[src/rtl/cpu_regfile_debug_access_if.sv]
// Command/response channels between the debug transport (master) and the
// register-file debug initiator (slave).
interface cpu_regfile_debug_access_if;
  logic        cmd_valid;
  logic        cmd_ready;
  logic [1:0]  cmd_op;
  logic [4:0]  cmd_addr;
  logic [31:0] cmd_data;
  logic        rsp_valid;
  logic        rsp_ready;
  logic [4:0]  rsp_addr;
  logic [31:0] rsp_data;
  logic        rsp_last;
  logic        rsp_err;

  modport master (
    output cmd_valid, cmd_op, cmd_addr, cmd_data, rsp_ready,
    input  cmd_ready, rsp_valid, rsp_addr, rsp_data, rsp_last, rsp_err
  );

  modport slave (
    input  cmd_valid, cmd_op, cmd_addr, cmd_data, rsp_ready,
    output cmd_ready, rsp_valid, rsp_addr, rsp_data, rsp_last, rsp_err
  );
endinterface

[src/rtl/cpu_regfile_debug_access.sv]
// Debug initiator for the CPU register file: halts the core, performs READ/WRITE/DUMP
// through the register-file ports and returns one response per register touched.
module cpu_regfile_debug_access #(
  parameter int HALT_TIMEOUT = 255,
  parameter int DUMP_FIRST   = 1
) (
  input  logic                             clk,
  input  logic                             rst,
  cpu_regfile_debug_access_if.slave        bus,
  output logic                             halt_req,
  input  logic                             halt_ack,
  output logic                             rf_own,
  output logic [4:0]                       rf_a1,
  input  logic [31:0]                      rf_rd1,
  output logic [4:0]                       rf_a3,
  output logic [31:0]                      rf_wd3,
  output logic                             rf_we3
);

  typedef enum logic [2:0] {
    S_IDLE,
    S_HALT_WAIT,
    S_EXEC,
    S_RESP,
    S_RELEASE
  } state_e;

  typedef enum logic [1:0] {
    OP_READ    = 2'd0,
    OP_WRITE   = 2'd1,
    OP_DUMP    = 2'd2,
    OP_ILLEGAL = 2'd3
  } op_e;

  localparam int             TW           = $clog2(HALT_TIMEOUT + 1);
  localparam logic [TW-1:0]  TIMEOUT_LAST = TW'(HALT_TIMEOUT);
  localparam logic [4:0]     FIRST_IDX    = 5'(DUMP_FIRST);
  localparam logic [4:0]     LAST_IDX     = 5'd31;

  state_e        state;
  op_e           op;
  logic [4:0]    idx;
  logic [31:0]   data;
  logic [TW-1:0] tcnt;

  logic          cmd_ready;
  logic          rsp_valid;
  logic [4:0]    rsp_addr;
  logic [31:0]   rsp_data;
  logic          rsp_last;
  logic          rsp_err;

  logic [TW-1:0] tcnt_next;
  logic [4:0]    idx_next;

  assign tcnt_next = tcnt + TW'(1);
  assign idx_next  = idx + 5'd1;

  // NOTE: every register here is state, so it is written only with <= inside
  // the clocked block; blocking writes would race with readers at the same edge.
  always_ff @(posedge clk) begin
    if (rst) begin
      state     <= S_IDLE;
      op        <= OP_READ;
      idx       <= '0;
      data      <= '0;
      tcnt      <= '0;
      cmd_ready <= 1'b1;
      rsp_valid <= 1'b0;
      rsp_addr  <= '0;
      rsp_data  <= '0;
      rsp_last  <= 1'b0;
      rsp_err   <= 1'b0;
      halt_req  <= 1'b0;
      rf_own    <= 1'b0;
      rf_a1     <= '0;
      rf_a3     <= '0;
      rf_wd3    <= '0;
      rf_we3    <= 1'b0;
    end else begin
      // The write strobe is only ever raised on entry to EXEC, so it lasts one cycle.
      rf_we3 <= 1'b0;

      case (state)
        S_IDLE: begin
          if (bus.cmd_valid && cmd_ready) begin
            cmd_ready <= 1'b0;
            op        <= op_e'(bus.cmd_op);
            data      <= bus.cmd_data;
            tcnt      <= '0;
            if (op_e'(bus.cmd_op) == OP_ILLEGAL) begin
              rsp_valid <= 1'b1;
              rsp_err   <= 1'b1;
              rsp_last  <= 1'b1;
              rsp_data  <= '0;
              rsp_addr  <= bus.cmd_addr;
              state     <= S_RESP;
            end else begin
              idx      <= (op_e'(bus.cmd_op) == OP_DUMP) ? FIRST_IDX : bus.cmd_addr;
              halt_req <= 1'b1;
              state    <= S_HALT_WAIT;
            end
          end
        end

        S_HALT_WAIT: begin
          if (halt_ack) begin
            rf_own <= 1'b1;
            if (op == OP_WRITE) begin
              rf_a3  <= idx;
              rf_wd3 <= data;
              rf_we3 <= 1'b1;
            end else begin
              rf_a1 <= idx;
            end
            state <= S_EXEC;
          end else if (tcnt_next == TIMEOUT_LAST) begin
            rsp_valid <= 1'b1;
            rsp_err   <= 1'b1;
            rsp_last  <= 1'b1;
            rsp_data  <= '0;
            rsp_addr  <= idx;
            state     <= S_RESP;
          end else begin
            tcnt <= tcnt_next;
          end
        end

        S_EXEC: begin
          rf_own    <= 1'b0;
          rsp_valid <= 1'b1;
          rsp_err   <= 1'b0;
          rsp_addr  <= idx;
          rsp_data  <= (op == OP_WRITE) ? data : rf_rd1;
          rsp_last  <= !((op == OP_DUMP) && (idx != LAST_IDX));
          state     <= S_RESP;
        end

        S_RESP: begin
          if (rsp_valid && bus.rsp_ready) begin
            rsp_valid <= 1'b0;
            if ((op == OP_DUMP) && !rsp_last) begin
              idx    <= idx_next;
              rf_a1  <= idx_next;
              rf_own <= 1'b1;
              state  <= S_EXEC;
            end else if (rsp_err) begin
              // Errors never hand the ports over, so there is no ack to wait out.
              halt_req  <= 1'b0;
              cmd_ready <= 1'b1;
              state     <= S_IDLE;
            end else begin
              halt_req <= 1'b0;
              state    <= S_RELEASE;
            end
          end
        end

        S_RELEASE: begin
          if (!halt_ack) begin
            cmd_ready <= 1'b1;
            state     <= S_IDLE;
          end
        end

        default: state <= S_IDLE;
      endcase
    end
  end

  assign bus.cmd_ready = cmd_ready;
  assign bus.rsp_valid = rsp_valid;
  assign bus.rsp_addr  = rsp_addr;
  assign bus.rsp_data  = rsp_data;
  assign bus.rsp_last  = rsp_last;
  assign bus.rsp_err   = rsp_err;

endmodule

[src/flat_wrapper.sv]
// flat-port wrapper written by rule: the top's interface ports become plain ports
module cpu_regfile_debug_access_flat 
#(
  parameter int HALT_TIMEOUT = 255,
  parameter int DUMP_FIRST   = 1
)
  (clk, rst, halt_req, halt_ack, rf_own, rf_a1, rf_rd1, rf_a3, rf_wd3, rf_we3, bus_cmd_valid, bus_cmd_op, bus_cmd_addr, bus_cmd_data, bus_rsp_ready, bus_cmd_ready, bus_rsp_valid, bus_rsp_addr, bus_rsp_data, bus_rsp_last, bus_rsp_err);
  cpu_regfile_debug_access_if bus_i ();
  input  logic clk;
  input  logic rst;
  output logic halt_req;
  input  logic halt_ack;
  output logic rf_own;
  output logic [4:0] rf_a1;
  input  logic [31:0] rf_rd1;
  output logic [4:0] rf_a3;
  output logic [31:0] rf_wd3;
  output logic rf_we3;
  input wire logic [$bits(bus_i.cmd_valid)-1:0] bus_cmd_valid;
  input wire logic [$bits(bus_i.cmd_op)-1:0] bus_cmd_op;
  input wire logic [$bits(bus_i.cmd_addr)-1:0] bus_cmd_addr;
  input wire logic [$bits(bus_i.cmd_data)-1:0] bus_cmd_data;
  input wire logic [$bits(bus_i.rsp_ready)-1:0] bus_rsp_ready;
  output wire logic [$bits(bus_i.cmd_ready)-1:0] bus_cmd_ready;
  output wire logic [$bits(bus_i.rsp_valid)-1:0] bus_rsp_valid;
  output wire logic [$bits(bus_i.rsp_addr)-1:0] bus_rsp_addr;
  output wire logic [$bits(bus_i.rsp_data)-1:0] bus_rsp_data;
  output wire logic [$bits(bus_i.rsp_last)-1:0] bus_rsp_last;
  output wire logic [$bits(bus_i.rsp_err)-1:0] bus_rsp_err;
  assign bus_i.cmd_valid = bus_cmd_valid;
  assign bus_i.cmd_op = bus_cmd_op;
  assign bus_i.cmd_addr = bus_cmd_addr;
  assign bus_i.cmd_data = bus_cmd_data;
  assign bus_i.rsp_ready = bus_rsp_ready;
  assign bus_cmd_ready = bus_i.cmd_ready;
  assign bus_rsp_valid = bus_i.rsp_valid;
  assign bus_rsp_addr = bus_i.rsp_addr;
  assign bus_rsp_data = bus_i.rsp_data;
  assign bus_rsp_last = bus_i.rsp_last;
  assign bus_rsp_err = bus_i.rsp_err;
  cpu_regfile_debug_access #(.HALT_TIMEOUT(HALT_TIMEOUT), .DUMP_FIRST(DUMP_FIRST)) u_core (.clk(clk), .rst(rst), .bus(bus_i), .halt_req(halt_req), .halt_ack(halt_ack), .rf_own(rf_own), .rf_a1(rf_a1), .rf_rd1(rf_rd1), .rf_a3(rf_a3), .rf_wd3(rf_wd3), .rf_we3(rf_we3));
endmodule
[config.mk]
export PLATFORM = sky130hd
export DESIGN_NAME = cpu_regfile_debug_access_flat
export DESIGN_NICKNAME = d
export VERILOG_FILES = /design/src/rtl/cpu_regfile_debug_access_if.sv /design/src/rtl/cpu_regfile_debug_access.sv /design/src/flat_wrapper.sv
export SDC_FILE = /design/constraint.sdc
export NUM_CORES = 1
export LEC_CHECK = 0
export CAP_MARGIN = 0
export CORE_MARGIN = 2
export CORE_UTILIZATION = 48
export CTS_BUF_LIST = sky130_fd_sc_hd__clkbuf_16
export CTS_CLUSTER_DIAMETER = 80
export DETAILED_ROUTE_END_ITERATION = 6
export PLACE_DENSITY = 0.9
export SYNTH_ARGS = -nofsm -noshare
export SYNTH_HDL_FRONTEND = slang
export SYNTH_SLANG_ARGS = --single-unit
[constraint.sdc]
create_clock -name clk -period 2.5 [get_ports clk]
set_input_delay 0.375 -clock clk [delete_from_list [all_inputs] [get_ports clk]]
set_output_delay 0.375 -clock clk [all_outputs]
set_load 0.03 [all_outputs]
Word level (Yosys, flattened, before mapping):

Index checks and enable logic that the tools add are counted.

* register bits after elaboration: 136
* input port bits: 76
* output and inout bits: 86
* word-level logic and storage cells: 128

* add/subtract/negate cells: 2
* equal/unequal tests: 24
* mux-type cells: 57
* bitwise gates (word level): 2
* reduce and logical (&&, ||, !) cells: 26

Operators by type and width (count)
* 32-bit two-way mux: 5
* 32-bit case mux with 3 select lines: 1
* 5-bit two-way mux: 11
* 8-bit two-way mux: 3
* 3-bit two-way mux: 7
* 5-bit case mux with 2 select lines: 2
* 5-bit AND reduction: 4
* 1-bit two-way mux: 18
* 8-bit case mux with 2 select lines: 1
* 3-bit case mux with 5 select lines: 1
* 5-bit case mux with 3 select lines: 1
* 2-bit inequality test (second input constant): 7
* 2-bit by 1-bit inequality test with 1-bit output (second input constant): 6
* 1-bit case mux with 3 select lines: 4
* 4-bit AND reduction: 3
* 6-bit AND reduction: 2
* 3-bit nonzero test: 3
* 8-bit by 1-bit adder with 8-bit output (second input constant): 1
* 8-bit equality test (second input constant): 1
* 2-bit equality test (second input constant): 3
* 3-bit by 2-bit equality test with 1-bit output (second input constant): 2
* 2-bit nonzero test: 3
* 5-bit by 1-bit adder with 5-bit output (second input constant): 1
* 5-bit inequality test (second input constant): 1
* other kinds (15): 20

Depth between registers and ports, before layout:

Gate-level depths: netlist (run 1).

* depth in word-level cells: 5
* gate-level depth with buffers: 8
* depth with buffers taken out: 7

Worst setup path after synthesis (run 1):

OpenSTA, ideal clock, no wires.

* path type: flip-flop to flip-flop
* start point: register u_core.tcnt[0]
* end point: register u_core.tcnt[1]
* library setup time: 0.123 ns
* data arrival time: 1.976 ns
* required time: 2.377 ns
* slack: 0.400 ns
* cell stages (with the launch flop): 8
* path buffers: 1
* period minus slack after synthesis: 2.100 ns
* cell sequence: dfxtp_1 > ha_1 > and3_1 > mux2_1 > a221o_1 > buf_6 > o21bai_4 > mux2_1

* longest elaborated chain between the ends: 4
* elaborated cells between the ends (all ways): 7
* classes of those cells: add/sub (1); eq/ne (2); mux (3); reduce/logical (1)

RTL lines
* start: declaration: RTL line cpu_regfile_debug_access.sv:44 `logic [TW-1:0] tcnt;`
* start signal: assignment: RTL line cpu_regfile_debug_access.sv:125 `tcnt <= tcnt_next;`
* 8-bit by 1-bit adder with 8-bit output *: RTL line cpu_regfile_debug_access.sv:56 `assign tcnt_next = tcnt + TW'(1);`
* 8-bit equality test / 8-bit two-way mux (equally long branches): RTL line cpu_regfile_debug_access.sv:117 `end else if (tcnt_next == TIMEOUT_LAST) begin`
* 2-bit inequality test (no source line) / 8-bit two-way mux (equally long branches)
* 4-bit AND reduction (no source line) / 8-bit case mux with 2 select lines (equally long branches)

Mark *: on every way between the ends. The rest lies on a longest branch, timed or not. The select of a mux whose other input is x is not followed.
A chain may end at the register's enable or synchronous reset.

Final worst setup path (run 1):

Same ends and word-level chain as after synthesis.

==> summary.md, run 1 <==
| Metric | Value |
|---|---|
| Via count | 5,651 |
| Clk_skew | 0.00816 ns |
| Detail-routed via count per cell | 5.51 |
| Dominant cell type by area after synthesis | sky130_fd_sc_hd__dfxtp_1 |
| Instance count of the mapped netlist | 692 |
| Number of synthesized flops with an enable pin | 0 |
| Data arrival time of the critical path | 2.56 ns |
| Top post-synthesis cells by area | sky130_fd_sc_hd__dfxtp_1, sky130_fd_sc_hd__nand2_1, sky130_fd_sc_hd__a21oi_1 |
| CTS tree | yes |
| TritonCTS Buffers | 17 |
| Number of warning messages in the yosys log | 0 |
| Setup violation total in the final timing report | 0 |
| Nets in the synthesized netlist | 772 |
| Worst setup slack after placement | around 0.26 ns |
| Startpoint type of the worst setup path | flop |
| Clock transition time at the flip-flop clock pins of the worst setup and hold paths | roughly 0.06 ns |
| Total half-perimeter wirelength after legalization and detailed placement | between 10,000 and 15,000 um |
| Reported leakage power | 3.23 nW |
| Most frequently used cell type in the post-synthesis netlist | sky130_fd_sc_hd__nand2_1 |
| Synth Area per Inst | 8.59 um2 |
| PostCTS Resize Cnt | 0 |
| Worst reg2reg path startpoint | u_core.tcnt[0]$_SDFFE_PP0P_ |
| Final Hold Fails | 0 |
| Most used standard cells in the synthesized netlist | sky130_fd_sc_hd__nand2_1, sky130_fd_sc_hd__dfxtp_1, sky130_fd_sc_hd__a21oi_1 |
| Least-Margin Pin Slew | between 0.5 and 0.6 ns |
| Period minus WS final | 2.25 ns |
| Final Worst Setup Slack | 0.249 ns |
| CP Class | flop to flop |
| Combined flip-flop and latch cell area | 2720 um2 |
| Total global routing track utilization | 0.260 |
| Area used by multi-input combinational logic | 2920 um2 |
| Post-synth top area share | 0.458 |
| Dominant register cell in the synthesized netlist | sky130_fd_sc_hd__dfxtp_1 |
| CP max stage cell | sky130_fd_sc_hd__dfxtp_1 |
| Tightest Hold Check Type | input pin to flop |
| Post-route total power | ~7.0 mW |
| Flops & latches, synth | about 140 |
| Remaining DRCs | 0 |
| Antenna diode instance count | 0 |
| Number of nets at the end of the flow | 925 |
| Initial antenna violation count | 0 |
| Wire length of the first global-routing pass | 27,100 um |
| Router iterations before antenna repair | 5 |
| Number of clock sinks seen by CTS | 136 |
| Number of antenna-violating nets in the routed design | 0 |
| Crit end category | flop |
| Accumulated negative setup slack | 0 ns |
| Total standard cell area after synthesis | 5950 um2 |
| Number of unique standard cell types used by synthesis | 67 |
| Quantity of hold-fixing buffers added after cts | 0 |
| Number of maximum-capacitance constraint violations | 0 |
| Reg2Reg Depth | 6 |
| Total count of max-transition violations in the final report | 0 |
| Vertical extent of the die | approximately 120 um |
| Root buffer cell | sky130_fd_sc_hd__clkbuf_16 |
| Power per Cell Area | 853 nW/um2 |
| Number of port buffers | 161 |
| Post-CTS Setup Inserts | 0 |
| Number of levels the H-tree was split into | 4 |
| Area of the core | between 10,000 and 15,000 um2 |
| Worst Hold Depth | 2 |
| Die outline width | 115 um |
| Aggregate global routing overflow | 0 |
| Crit path max fanout | 6 |
| Result of the run | finished, final reports clean |
| Initial Utilization | 0.493 |
| Slew margin rel. | 0.646 |
| Standard-cell rows | 40 |
| Portion of the post-synthesis area used by sequential elements | 0.458 |
| Die outline area | ~13,000 um2 |
| Maximum number of pins on one net before global-route repair | 40 |
| Maximum buffer depth of the clock tree | 2 |
| Worst flop-to-flop path endpoint | u_core.tcnt[1]$_SDFFE_PP0P_ |
| Maximum vdd ir drop | 0.520 mV |
| Delay of the slowest critical-path stage | 0.41 ns |
| Average wire per cell in the routed design | 16.7 um |
| Required time of the critical path | between 2 and 3 ns |
| Fraction of the cycle the final worst path needs | 0.900 |
| Endpoint of the worst hold-timing path | u_core.rf_wd3[5]$_SDFFE_PP0P_ |
| Number of global-route vias before repair | ~5,600 |
| Weighted congestion reported at the end of routability-driven placement | 0.901 |
| Count of fill cells added during filler insertion | 960 |
| Cell occurring most often along the worst timing path | sky130_fd_sc_hd__mux2_1 |
| Final wirelength | approximately 17,000 um |
| Unrepaired setup endpoints after global routing | false |
| Worst setup slack for register-to-register paths | roughly 0.25 ns |
| Share of async-settable or async-resettable flops after synthesis | 0 |
| Achievable clock frequency | 0.444 GHz |
| Cells along the critical path | ha_1 > and3_1 > mux2_1 > a221o_1 > o21bai_4 > mux2_1 |
| Clock Latency Late Sink | between 0.4 and 0.5 ns |
| Area growth syn-to-layout | 38.7% |
| Proportion of layout cells with a drive suffix above 1 | 0.0956 |
| IO Pins | approximately 160 |
| Start point of the worst hold path | rst |
| Number of DRC markers in iteration 0 | 453 |
-- worst max path at each step --
stage                                start                                  end  slack [ns]  cells after the start
3_5_place_dp                 bus_cmd_valid  u_core.bus.rsp_data[2]$_SDFFE_PP0P_        0.26                      6
5_1_grt        u_core.tcnt[1]$_SDFFE_PP0P_          u_core.tcnt[1]$_SDFFE_PP0P_        0.16                      6
3_3_place_gp                 bus_cmd_valid  u_core.bus.rsp_data[3]$_SDFFE_PP0P_        0.28                      6
6_report       u_core.tcnt[0]$_SDFFE_PP0P_          u_core.tcnt[1]$_SDFFE_PP0P_        0.25                      6
4_1_cts        u_core.tcnt[0]$_SDFFE_PP0P_          u_core.tcnt[1]$_SDFFE_PP0P_        0.24                      6
2_1_floorplan  u_core.tcnt[0]$_SDFFE_PP0P_          u_core.tcnt[1]$_SDFFE_PP0P_        0.40                      7
-- cells in the final DEF, fill, tap and decap left out, drive strengths merged, types with 5 or more instances in the layout --
cell type,netlist,routed
mux2,7,7
nand2b,7,7
clkinvlp,0,5
a31o,32,32
mux2i,42,42
nand2,169,169
clkinv,0,6
nor3,8,8
a21oi,90,90
nand3,10,10
nand4b,5,5
nor2,56,56
dfxtp,136,136
buf,23,22
clkbuf,23,17
o21ai,19,19
clkdlybuf4s50,0,160
-- stage by stage --
step                      hold slack, ns   util  instances  area, um2
after floorplan                    0.444      -        692       5950
after global placement             0.440  0.634        994       7650
after detailed placement           0.447  0.634        994       7650
after CTS                          0.322  0.684       1026       8250
after global routing               0.346  0.684       1026       8250
final                              0.331  0.684       1026       8250
-- final cells by class --
class / instances / share of cell area
clock buffer: 17 / 0.0516
inverter: 3 / 0.00137
clock inverter: 15 / 0.0215
timing repair buffer: 182 / 0.216
tap: 168 / 0.0255
sequential: 136 / 0.330
multi-input combinational: 505 / 0.354
-- logic make-up after synthesis --
logic type,count (synthesis),synth area share
and+or+nand+nor,281,0.210
AOI/OAI and AO/OA,168,0.185
DFF,136,0.458
buffers and inverters,51,0.0509
muxes,49,0.0840
adders and majority gates,4,0.00842
xor gates and xnor gates,3,0.00442
-- state kept, by name (all words and copies together), names as in the netlist --
register              flops
u_core.tcnt               8
u_core.bus.rsp_valid      1
u_core.rf_wd3            32
u_core.bus.cmd_ready      1
u_core.state              3
u_core.bus.rsp_addr       5
u_core.bus.rsp_data      32
u_core.idx                5
u_core.rf_we3             1
u_core.bus.rsp_last       1
u_core.rf_own             1
u_core.op                 2
u_core.data              32
u_core.halt_req           1
u_core.rf_a1              5
u_core.bus.rsp_err        1
u_core.rf_a3              5
-- report_power, final --
part	total (mW)	internal [mW]	switching, mW
sequential	2.61	2.40	0.214
combinational	1.87	0.796	1.07
clock	2.55	1.57	0.987
-- metal layers --
metal  track usage  vias up  routed length, um
li1              -     2703                  -
met1         0.312     2691               7270
met2         0.444      226               8330
met3        0.0691       31               1220
met4         0.108        0                367
met5             0        -                  0
-- critical path, delay by kind of cell, from the launching register on --
family                     cells  cell delay [ns]
AOI/OAI and AO/OA              2             0.56
adders and majority gates      1             0.24
DFF                            1             0.41
muxes                          2             0.69
and+or+nand+nor                1             0.24
(Power assumes the default switching activity.)
==> run 2: changes to the inputs <==
Settings changed: RECOVER_POWER from default to 50.
==> run 2 against run 1 <==
  * Register-to-register slack barely moved
  * Core utilization down 0.15 points
  * Largest cell class unchanged
  * Critical endpoint unchanged
  * Clock skew about the same
  * Sequential share of layout area rose by 0.070 points
  * Clock-buffer cell count stayed put
  * Maximum frequency hardly changed
  * Non-clock buffer count unchanged
  * Routed wire length rose by 0.48%
==> summary.md, run 2 (synthesis gave the netlist of run 1 again) <==
| Metric | Value |
|---|---|
| Result of the run | finished, final reports clean (unchanged) |
| Area of the core | 12,100 um2 (unchanged) |
| Period minus WS final | 2.25 ns (about the same) |
| Via count | 5,610 (was 5,651) |
| Largest registers | u_core.bus.rsp_data x32, u_core.data x32, u_core.rf_wd3 x32 (unchanged) |
| Number of nets at the end of the flow | 925 (unchanged) |
| Fraction of the cycle the final worst path needs | 0.900 (about the same) |
| Quantity of hold-fixing buffers added after cts | 0 (unchanged) |
| Initial Utilization | 0.493 (unchanged) |
| Detail-routed via count per cell | 5.47 (was 5.51) |
| Net load switching power | 2.28 mW (about the same) |
| Total global routing track utilization | 0.260 (unchanged) |
| Met3 layer usage reported by global route | 0.0691 (unchanged) |
| Number of levels the H-tree was split into | 4 (unchanged) |
| Proportion of layout cells with a drive suffix above 1 | 0.0921 (was 0.0956) |
| Sw Ratio | 0.326 (was 0.323) |
| Antenna diode instance count | 0 (unchanged) |
| Remaining DRCs | 0 (unchanged) |
| Delay of the slowest critical-path stage | 0.41 ns (about the same) |
| CP Class | flop to flop (unchanged) |
| Vertical extent of the die | 115 um (unchanged) |
| Standard-cell rows | 40 (unchanged) |
| Least-Margin Pin Slew | 0.509 ns (was 0.530 ns) |
| Weighted congestion reported at the end of routability-driven placement | 0.901 (unchanged) |
| Root buffer cell | sky130_fd_sc_hd__clkbuf_16 (unchanged) |
| Router iterations before antenna repair | 6 (was 5) |
| Required time of the critical path | 2.81 ns (about the same) |
| Number of DRC markers in iteration 0 | 423 (was 453) |
| Setup violation total in the final timing report | 0 (unchanged) |
| Crit end category | flop (unchanged) |
| Worst setup slack after placement | 0.259 ns (unchanged) |
| Relative contribution of the clock network to total power | 0.366 (was 0.363) |
| IO Pins | 162 (unchanged) |
| Slew margin rel. | 0.657 (was 0.646) |
| Die outline area | 13,300 um2 (unchanged) |
| Post-route total power | 7.00 mW (was 7.04 mW) |
| Cells along the critical path | ha_1 > and3_1 > mux2_1 > a221o_1 > o21bai_4 > mux2_1 (unchanged) |
| Startpoint type of the worst setup path | flop (unchanged) |
| Most utilized layer in the global route result | met2 (unchanged) |
| Fraction of power consumed by combinational cells | 0.262 (was 0.266) |
| Maximum buffer depth of the clock tree | 2 (unchanged) |
| Final wirelength | 17,300 um (was 17,200 um) |
| CTS tree | yes (unchanged) |
| Clock Latency Late Sink | 0.43 ns (about the same) |
| Accumulated negative setup slack | 0 ns (unchanged) |
| Share of power burned in registers | 0.373 (was 0.371) |
| Number of clock sinks seen by CTS | 136 (unchanged) |
| Maximum number of pins on one net before global-route repair | 40 (unchanged) |
| WP buf/inv | 0 (unchanged) |
| Unrepaired setup endpoints after global routing | false (unchanged) |
| Average wire per cell in the routed design | 16.8 um (was 16.7 um) |
| Final Worst Setup Slack | 0.250 ns (was 0.249 ns) |
| Initial antenna violation count | 0 (unchanged) |
| Number of maximum-capacitance constraint violations | 0 (unchanged) |
| Clock transition time at the flip-flop clock pins of the worst setup and hold paths | 0.06 ns (about the same) |
| Reported leakage power | 3.48 nW (was 3.23 nW) |
| Met1 capacity usage during global routing | 0.312 (unchanged) |
| Leading cell type in the layout, fill and taps excluded | sky130_fd_sc_hd__nand2_1 (unchanged) |
| Internal cell power | 4.71 mW (was 4.76 mW) |
| PostCTS Resize Cnt | 0 (unchanged) |
| Crit path max fanout | 6 (unchanged) |
| TritonCTS Buffers | 17 (unchanged) |
| Achievable clock frequency | 0.444 GHz (about the same) |
| Commonest non-fill, non-tap cells in the layout | sky130_fd_sc_hd__nand2_1, sky130_fd_sc_hd__dfxtp_1, sky130_fd_sc_hd__a21oi_1, sky130_fd_sc_hd__clkdlybuf4s50_1, sky130_fd_sc_hd__dlygate4sd3_1 (was sky130_fd_sc_hd__nand2_1, sky130_fd_sc_hd__clkdlybuf4s50_1, sky130_fd_sc_hd__dfxtp_1, sky130_fd_sc_hd__a21oi_1, sky130_fd_sc_hd__nor2_1) |
| Count of fill cells added during filler insertion | 964 (was 960) |
| Post-CTS Setup Inserts | 0 (unchanged) |
| Maximum vdd ir drop | 0.519 mV (was 0.520 mV) |
| Critical path's top delay family | multiplexers (unchanged) |
| Data arrival time of the critical path | 2.56 ns (about the same) |
| Total count of max-transition violations in the final report | 0 (unchanged) |
| Area growth syn-to-layout | 38.4% (was 38.7%) |
| CP max stage cell | sky130_fd_sc_hd__dfxtp_1 (unchanged) |
| Tightest Hold Check Type | input pin to flop (unchanged) |
| Clk_skew | 0.00779 ns (was 0.00816 ns) |
| Wire length of the first global-routing pass | 27,100 um (unchanged) |
| Aggregate global routing overflow | 0 (unchanged) |
| Total half-perimeter wirelength after legalization and detailed placement | 11,300 um (unchanged) |
| Final Hold Fails | 0 (unchanged) |
| Number of global-route vias before repair | 5,631 (unchanged) |
| Met2 routing resource usage after global routing | 0.444 (unchanged) |
| Number of port buffers | 161 (unchanged) |
| Power per Cell Area | 850 nW/um2 (was 853 nW/um2) |
| Cell occurring most often along the worst timing path | sky130_fd_sc_hd__mux2_1 (unchanged) |
| Number of antenna-violating nets in the routed design | 0 (unchanged) |
| Die outline width | 115 um (unchanged) |
run 2: cell type report:
class	instances	area, um2	share of cell area
multi-input cells	505	2920	0.354
flip-flops and latches	136	2720	0.331
clock inverters	15	178	0.0216
clock buffers	17	425	0.0517
inverters	3	11.3	0.00137
repair buffers	182	1770	0.215
well taps	168	210	0.0255
run 2: worst paths after layout:
| kind | from | end | slack (ns) | cells after the start |
|---|---|---|---|---|
| max | u_core.tcnt[0]$_SDFFE_PP0P_ | u_core.tcnt[1]$_SDFFE_PP0P_ | 0.25 | 6 |
| min | rst | u_core.rf_wd3[5]$_SDFFE_PP0P_ | 0.33 | 2 |
| max reg2reg | u_core.tcnt[0]$_SDFFE_PP0P_ | u_core.tcnt[1]$_SDFFE_PP0P_ | 0.25 | 6 |
| min reg2reg | u_core.rf_wd3[5]$_SDFFE_PP0P_ | u_core.rf_wd3[5]$_SDFFE_PP0P_ | 0.45 | 2 |
run 2: metal layers:
metal	wire length (um)	part of all wire
met1	7330	0.42
met4	362	0.021
met2	8400	0.49
met5	0	0
met3	1170	0.068
run 2: power by group through the flow:
| stage | clock [mW] | combinational (mW) | sequential, mW |
|---|---|---|---|
| 3_3_place_gp | 0 | 1.83 | 2.64 |
| 2_1_floorplan | 0 | 1.04 | 2.82 |
| 6_report | 2.56 | 1.83 | 2.61 |
| 5_1_grt | 2.67 | 1.98 | 2.64 |
| 3_5_place_dp | 0 | 1.85 | 2.65 |
| 4_1_cts | 2.58 | 1.87 | 2.61 |
run 2: worst register-to-register path, stage by stage (launching register included):
cell                       delay, ns
sky130_fd_sc_hd__dfxtp_1        0.41
sky130_fd_sc_hd__ha_1           0.24
sky130_fd_sc_hd__and3_1         0.24
sky130_fd_sc_hd__mux2_1         0.37
sky130_fd_sc_hd__a221o_1        0.40
sky130_fd_sc_hd__o21bai_4       0.17
sky130_fd_sc_hd__mux2_1         0.32
run 2: through the flow:
stage                     cells  cell area [um2]  hold slack [ns]  utilization
final                      1026             8230            0.332        0.682
after global routing       1026             8230            0.346        0.682
after CTS                  1026             8250            0.322        0.684
after detailed placement    994             7650            0.447        0.634
after global placement      994             7650            0.440        0.634
after floorplan             692             5950            0.444            -
==> RTL change 1, RTL diff (config.mk and constraints of run 2) <==
`HALT_TIMEOUT` is set to 255 in 2 places; all go to 510.
--- a/src/rtl/cpu_regfile_debug_access.sv
+++ b/src/rtl/cpu_regfile_debug_access.sv
@@ -2,5 +2,5 @@
 // through the register-file ports and returns one response per register touched.
 module cpu_regfile_debug_access #(
-  parameter int HALT_TIMEOUT = 255,
+  parameter int HALT_TIMEOUT = 510,
   parameter int DUMP_FIRST   = 1
 ) (
--- a/src/flat_wrapper.sv
+++ b/src/flat_wrapper.sv
@@ -2,5 +2,5 @@
 module cpu_regfile_debug_access_flat 
 #(
-  parameter int HALT_TIMEOUT = 255,
+  parameter int HALT_TIMEOUT = 510,
   parameter int DUMP_FIRST   = 1
 )
Formal check against the unedited RTL: no difference found for any inputs over 4 cycles, from zero or initial values and one cycle with rst high; that may be too few to reach the edited logic, so the function may still have changed.
==> RTL change 1 against run 2 <==
Combinational power rose by 20%; worst hold slack improved by 0.12 ns; sequential share of layout area rose by 0.76 points; power rose by 4.2%; non-clock buffer count rose by 5; wire length fell by 3.7%; setup slack got worse by 0.036 ns; via count fell by 1.4%; area after synthesis fell by 3.1%; final cell count fell by 4.6%; sequential power rose by 6%; sequential cell count rose by 1; final area fell by 1.5%; largest cell class unchanged; highest routed layer unchanged.
==> RTL change 1: results (changes against run 2) <==
share of cells above drive strength 1 -> 7.09% (-2.1 points)
VDD IR-drop max -> 0.000589 V (+14%)
Synth top cells by count -> 156 x nand2_1, 137 x dfxtp_1, 93 x a21oi_1
Initial DRT Pass Iterations -> 5 (-1)
largest stage delay on the critical path -> 0.59 ns (+0.18 ns)
outcome -> finished, final reports clean
Reg2Reg Setup Slack -> 0.21 ns (-0.04 ns)
relative slew slack -> 46.9% (-19 points)
distinct cell type count after synthesis -> 62 (-7.5%)
Worst R2R Path Depth -> 5 (-1)
Hold WS -> 0.450 ns (+0.118 ns)
number of DRC markers in iteration 0 -> 376 (-11%)
hold crit path type -> flop to flop
vias in the first global route -> 5411 (-3.9%)
skew final -> 0.00767 ns (-0.000115 ns)
Total Routing Usage GR -> 26.4% (+0.31 points)
leading post-synthesis cells by cell area -> dfxtp_1 48%, nand2_1 10%, a21oi_1 8.1%, mux2i_1 5.6%, o2bb2ai_1 4.9%
syn nets -> 741 (-4.0%)
hpwl dp -> 11100 um (-1.6%)
Crit Reg-Reg Endpoint -> u_core.rf_wd3[5]
routability cong. -> 0.917 (+1.7%)
fillers -> 934 (-3.1%)
Critical Path Slowest Stage Cell -> clkbuf_2
fin nets -> 899 (-2.8%)
crit-path max FO -> 32 (+26)
P_leak -> 0.00332 uW (-4.8%)
Setup crit start -> u_core.state[2]
Worst Hold Path EP -> u_core.rf_wd3[25]
delay-heaviest family, CP -> simple AND/OR/NAND/NOR gates
via count -> 5531 (-1.4%)
global-route wire length before repair -> 26800 um (-0.94%)
final WL -> 16600 um (-3.7%)
largest net degree at the start of global routing -> 55 (+38%)
==> RTL change 1: cell types whose count changed after synthesis, sizes merged, moves of 5 or more <==
cell	before	now
a311oi	1	12
a31o	32	0
a31oi	2	13
clkbuf	23	28
mux2	7	1
mux2i	42	32
nand2	169	156
nor2	56	12
o2bb2ai	1	32
==> RTL change 1: power by group <==
| part | internal, uW | switching, uW | total, uW |
|---|---|---|---|
| Combinational | 886 | 1320 | 2200 |
| Sequential | 2480 | 277 | 2760 |
| Clock | 1430 | 904 | 2330 |
==> RTL change 1: cell families after synthesis <==
logic type | share of synthesized area, %
multiplexers | 5.76
AO/OA/AOI/OAI | 22.3
adder cells (fa/ha/maj) | 0.869
buffers and inverters | 3.93
AND/OR/NAND/NOR | 18.7
XOR/XNOR | 0.761
flip-flops | 47.6
==> RTL change 1: area by class of cell <==
type                       instances  area, um^2  share of cell area, %
tap                              147         184                   2.27
sequential                       137        2740                   33.8
clock inverter                    15         120                   1.48
inverter                           6        22.5                  0.278
timing repair buffer             187        1820                   22.4
multi-input combinational        470        2790                   34.4
clock buffer                      17         425                   5.25
==> RTL change 1: metal layers <==
| layer | routed length, um | vias up | global-route usage, % |
|---|---|---|---|
| li1 | - | 2674 | - |
| met1 | 7090 | 2597 | 32.4 |
| met2 | 7800 | 232 | 42.0 |
| met3 | 1430 | 28 | 9.88 |
| met4 | 314 | 0 | 10.6 |
| met5 | 0 | - | 0 |
==> RTL change 1: stage by stage <==
stage	utilization, %	setup slack [ns]	std cells	instance area, um^2
3_5_place_dp	64.0	0.156	947	7590
2_1_floorplan	-	0.585	661	5760
4_1_cts	68.6	0.271	979	8130
6_report	68.3	0.214	979	8110
3_3_place_gp	64.0	0.249	947	7590
5_1_grt	68.3	0.0776	979	8110
==> RTL change 2, RTL diff (config.mk and constraints of run 2) <==
Without the edit above. Re-encode `state_e` (5 states) as one-hot, 5 bits wide.
--- a/src/rtl/cpu_regfile_debug_access.sv
+++ b/src/rtl/cpu_regfile_debug_access.sv
@@ -18,10 +18,10 @@
 );
 
-  typedef enum logic [2:0] {
-    S_IDLE,
-    S_HALT_WAIT,
-    S_EXEC,
-    S_RESP,
-    S_RELEASE
+  typedef enum logic [4:0] {
+    S_IDLE      = 5'b00001,
+    S_HALT_WAIT = 5'b00010,
+    S_EXEC      = 5'b00100,
+    S_RESP      = 5'b01000,
+    S_RELEASE   = 5'b10000
   } state_e;
 
Behaviour: no difference found for any inputs over 4 cycles, from zero or initial values and one cycle with rst high; so few cycles prove little.
==> RTL change 2 against run 2 <==
Setup slack better by 0.13 ns; final area is 1.9% higher; combinational power decreased by 5%; clock power increased by 2%; sequential power rose by 2%; sequential cell count increased by 2; first-iteration DRC count decreased by 7.1%; wire length decreased by 0.90%; power about the same; largest power group unchanged; area after synthesis is 1.4% higher; final cell count shrank 2.3%; clock skew about the same.
==> RTL change 2: results (changes against run 2) <==
asr flop ratio synth -> 0% (unchanged)
final setup violating endpoints -> 0 (unchanged)
switching pwr -> 2230 uW (-2.4%)
number of DRC markers in iteration 0 -> 393 (-7.1%)
Reg clk slew, reported paths -> 0.06 ns (about the same)
vias in the first global route -> 5328 (-5.4%)
Initial DRT Pass Iterations -> 5 (-1)
Root Buffer -> clkbuf_16
distinct cell type count after synthesis -> 62 (-7.5%)
Top Registers -> u_core.bus.rsp_data x32, u_core.data x32, u_core.rf_wd3 x32
Worst-Skew Late Latency -> 0.43 ns (about the same)
CTS Buf Count -> 17 (unchanged)
setup bufs post-CTS -> 0 (unchanged)
Final TNS setup -> 0 ns (unchanged)
Post-DP Area -> 7800 um^2 (+2.0%)
Synth top cells by count -> 170 x nand2_1, 138 x dfxtp_1, 87 x a21oi_1
largest net degree at the start of global routing -> 61 (+53%)
fillers -> 940 (-2.5%)
via count -> 5559 (-0.91%)
Total Routing Usage GR -> 26.1% (+0.098 points)
area of the multi-input gates -> 3020 um^2 (+3.3%)
sequential fraction of the synthesis area -> 45.8% (about the same)
worst slew pin tran -> 0.740 ns (+0.231 ns)
skew final -> 0.00815 ns (+0.000366 ns)
htree depth -> 4 (unchanged)
crit-path max FO -> 13 (+7)
initial antenna violation count -> 0 (unchanged)
routability cong. -> 0.953 (+5.7%)
DP Worst Slack -> 0.250 ns (-0.00994 ns)
maximum buffer depth of the clock tree -> 2 (unchanged)
share of cells above drive strength 1 -> 11.5% (+2.3 points)
VDD IR-drop max -> 0.000592 V (+14%)
fin nets -> 901 (-2.6%)
Post-synth top flop -> dfxtp_1
hold crit path type -> input port to flop
global-route wire length before repair -> 27200 um (+0.20%)
n_diodes -> 0 (unchanged)
min-delay src -> rst
Setup crit start -> u_core.state[1]
Port Buffers -> 161 (unchanged)
leading post-synthesis cells by cell area -> dfxtp_1 46%, nand2_1 11%, o2bb2ai_2 7.5%, a21oi_1 7.2%, mux2i_1 6.1%
syn nets -> 751 (-2.7%)
outcome -> finished, final reports clean
hpwl dp -> 11500 um (+2.2%)
final WL -> 17100 um (-0.90%)
P_leak -> 0.00334 uW (-4.1%)
post-CTS resize count -> 0 (unchanged)
warnings from Yosys -> 0 (unchanged)
[RTL change 2: changes by cell type in the layout (fill, tap and decap cells not counted), moves of 7 or more]
cell and delta:
dlygate4sd3_1 -19, nor3b_1 +7, o21ai_0 -8, o2bb2ai_2 +30
clkdlybuf4s50_1 +19, nor2_1 -32, a211oi_1 +7, a31oi_1 +7
a31o_1 -26
[RTL change 2: metrics by stage]
| stage | instances | power, uW |
|---|---|---|
| after detailed placement | 970 | 4440 |
| after floorplan | 671 | 3870 |
| after global routing | 1002 | 7290 |
| after global placement | 970 | 4410 |
| after CTS | 1002 | 7060 |
| final | 1002 | 7000 |
[RTL change 2: critical path, stage by stage (launching register included)]
cell       delay [ns]
dfxtp_1          0.55
nor2_1           0.14
and2_4           0.20
a311o_4          0.50
a31oi_4          0.25
buf_4            0.27
o2bb2ai_1        0.14
[RTL change 2: area by class of cell]
type	instances	share of cell area (%)
clock inverters	15	2.18
multi-input cells	481	36.0
flip-flops and latches	138	33.0
well taps	168	2.51
inverters	4	0.179
clock buffers	17	5.07
repair buffers	179	21.1
[RTL change 2: worst paths after layout]
path / to / slack [ns] / cells after the start
min reg2reg: u_core.rf_wd3[1] / 0.45 / 2
max: u_core.bus.rsp_data[31] / 0.38 / 6
max reg2reg: u_core.bus.rsp_data[31] / 0.38 / 6
min: u_core.rf_wd3[2] / 0.28 / 2
[RTL change 2: power groups by stage]
stage	Sequential [uW]	Clock [uW]	Combinational [uW]
2_1_floorplan	2730	0	1140
3_3_place_gp	2690	0	1710
3_5_place_dp	2700	0	1750
4_1_cts	2660	2640	1770
5_1_grt	2690	2730	1880
6_report	2660	2610	1740
[RTL change 2: cell families (layout without fill, tap and decap cells)]
family                     count (synthesis)  after routing  share of synthesized area [%]
buffers and inverters                     52            215                           4.05
xor gates and xnor gates                   5              5                          0.726
muxes                                     39             39                           6.52
and+or+nand+nor                          263            263                           20.0
AOI/OAI and AO/OA                        170            170                           22.1
adders and majority gates                  4              4                          0.830
DFF                                      138            138                           45.8
[RTL change 2: per-layer routing]
metal	GRT usage [%]	up-vias	routed length [um]
li1	-	2669	-
met1	31.1	2595	7030
met2	42.3	253	8020
met3	10.4	42	1610
met4	10.6	0	450
met5	0	-	0
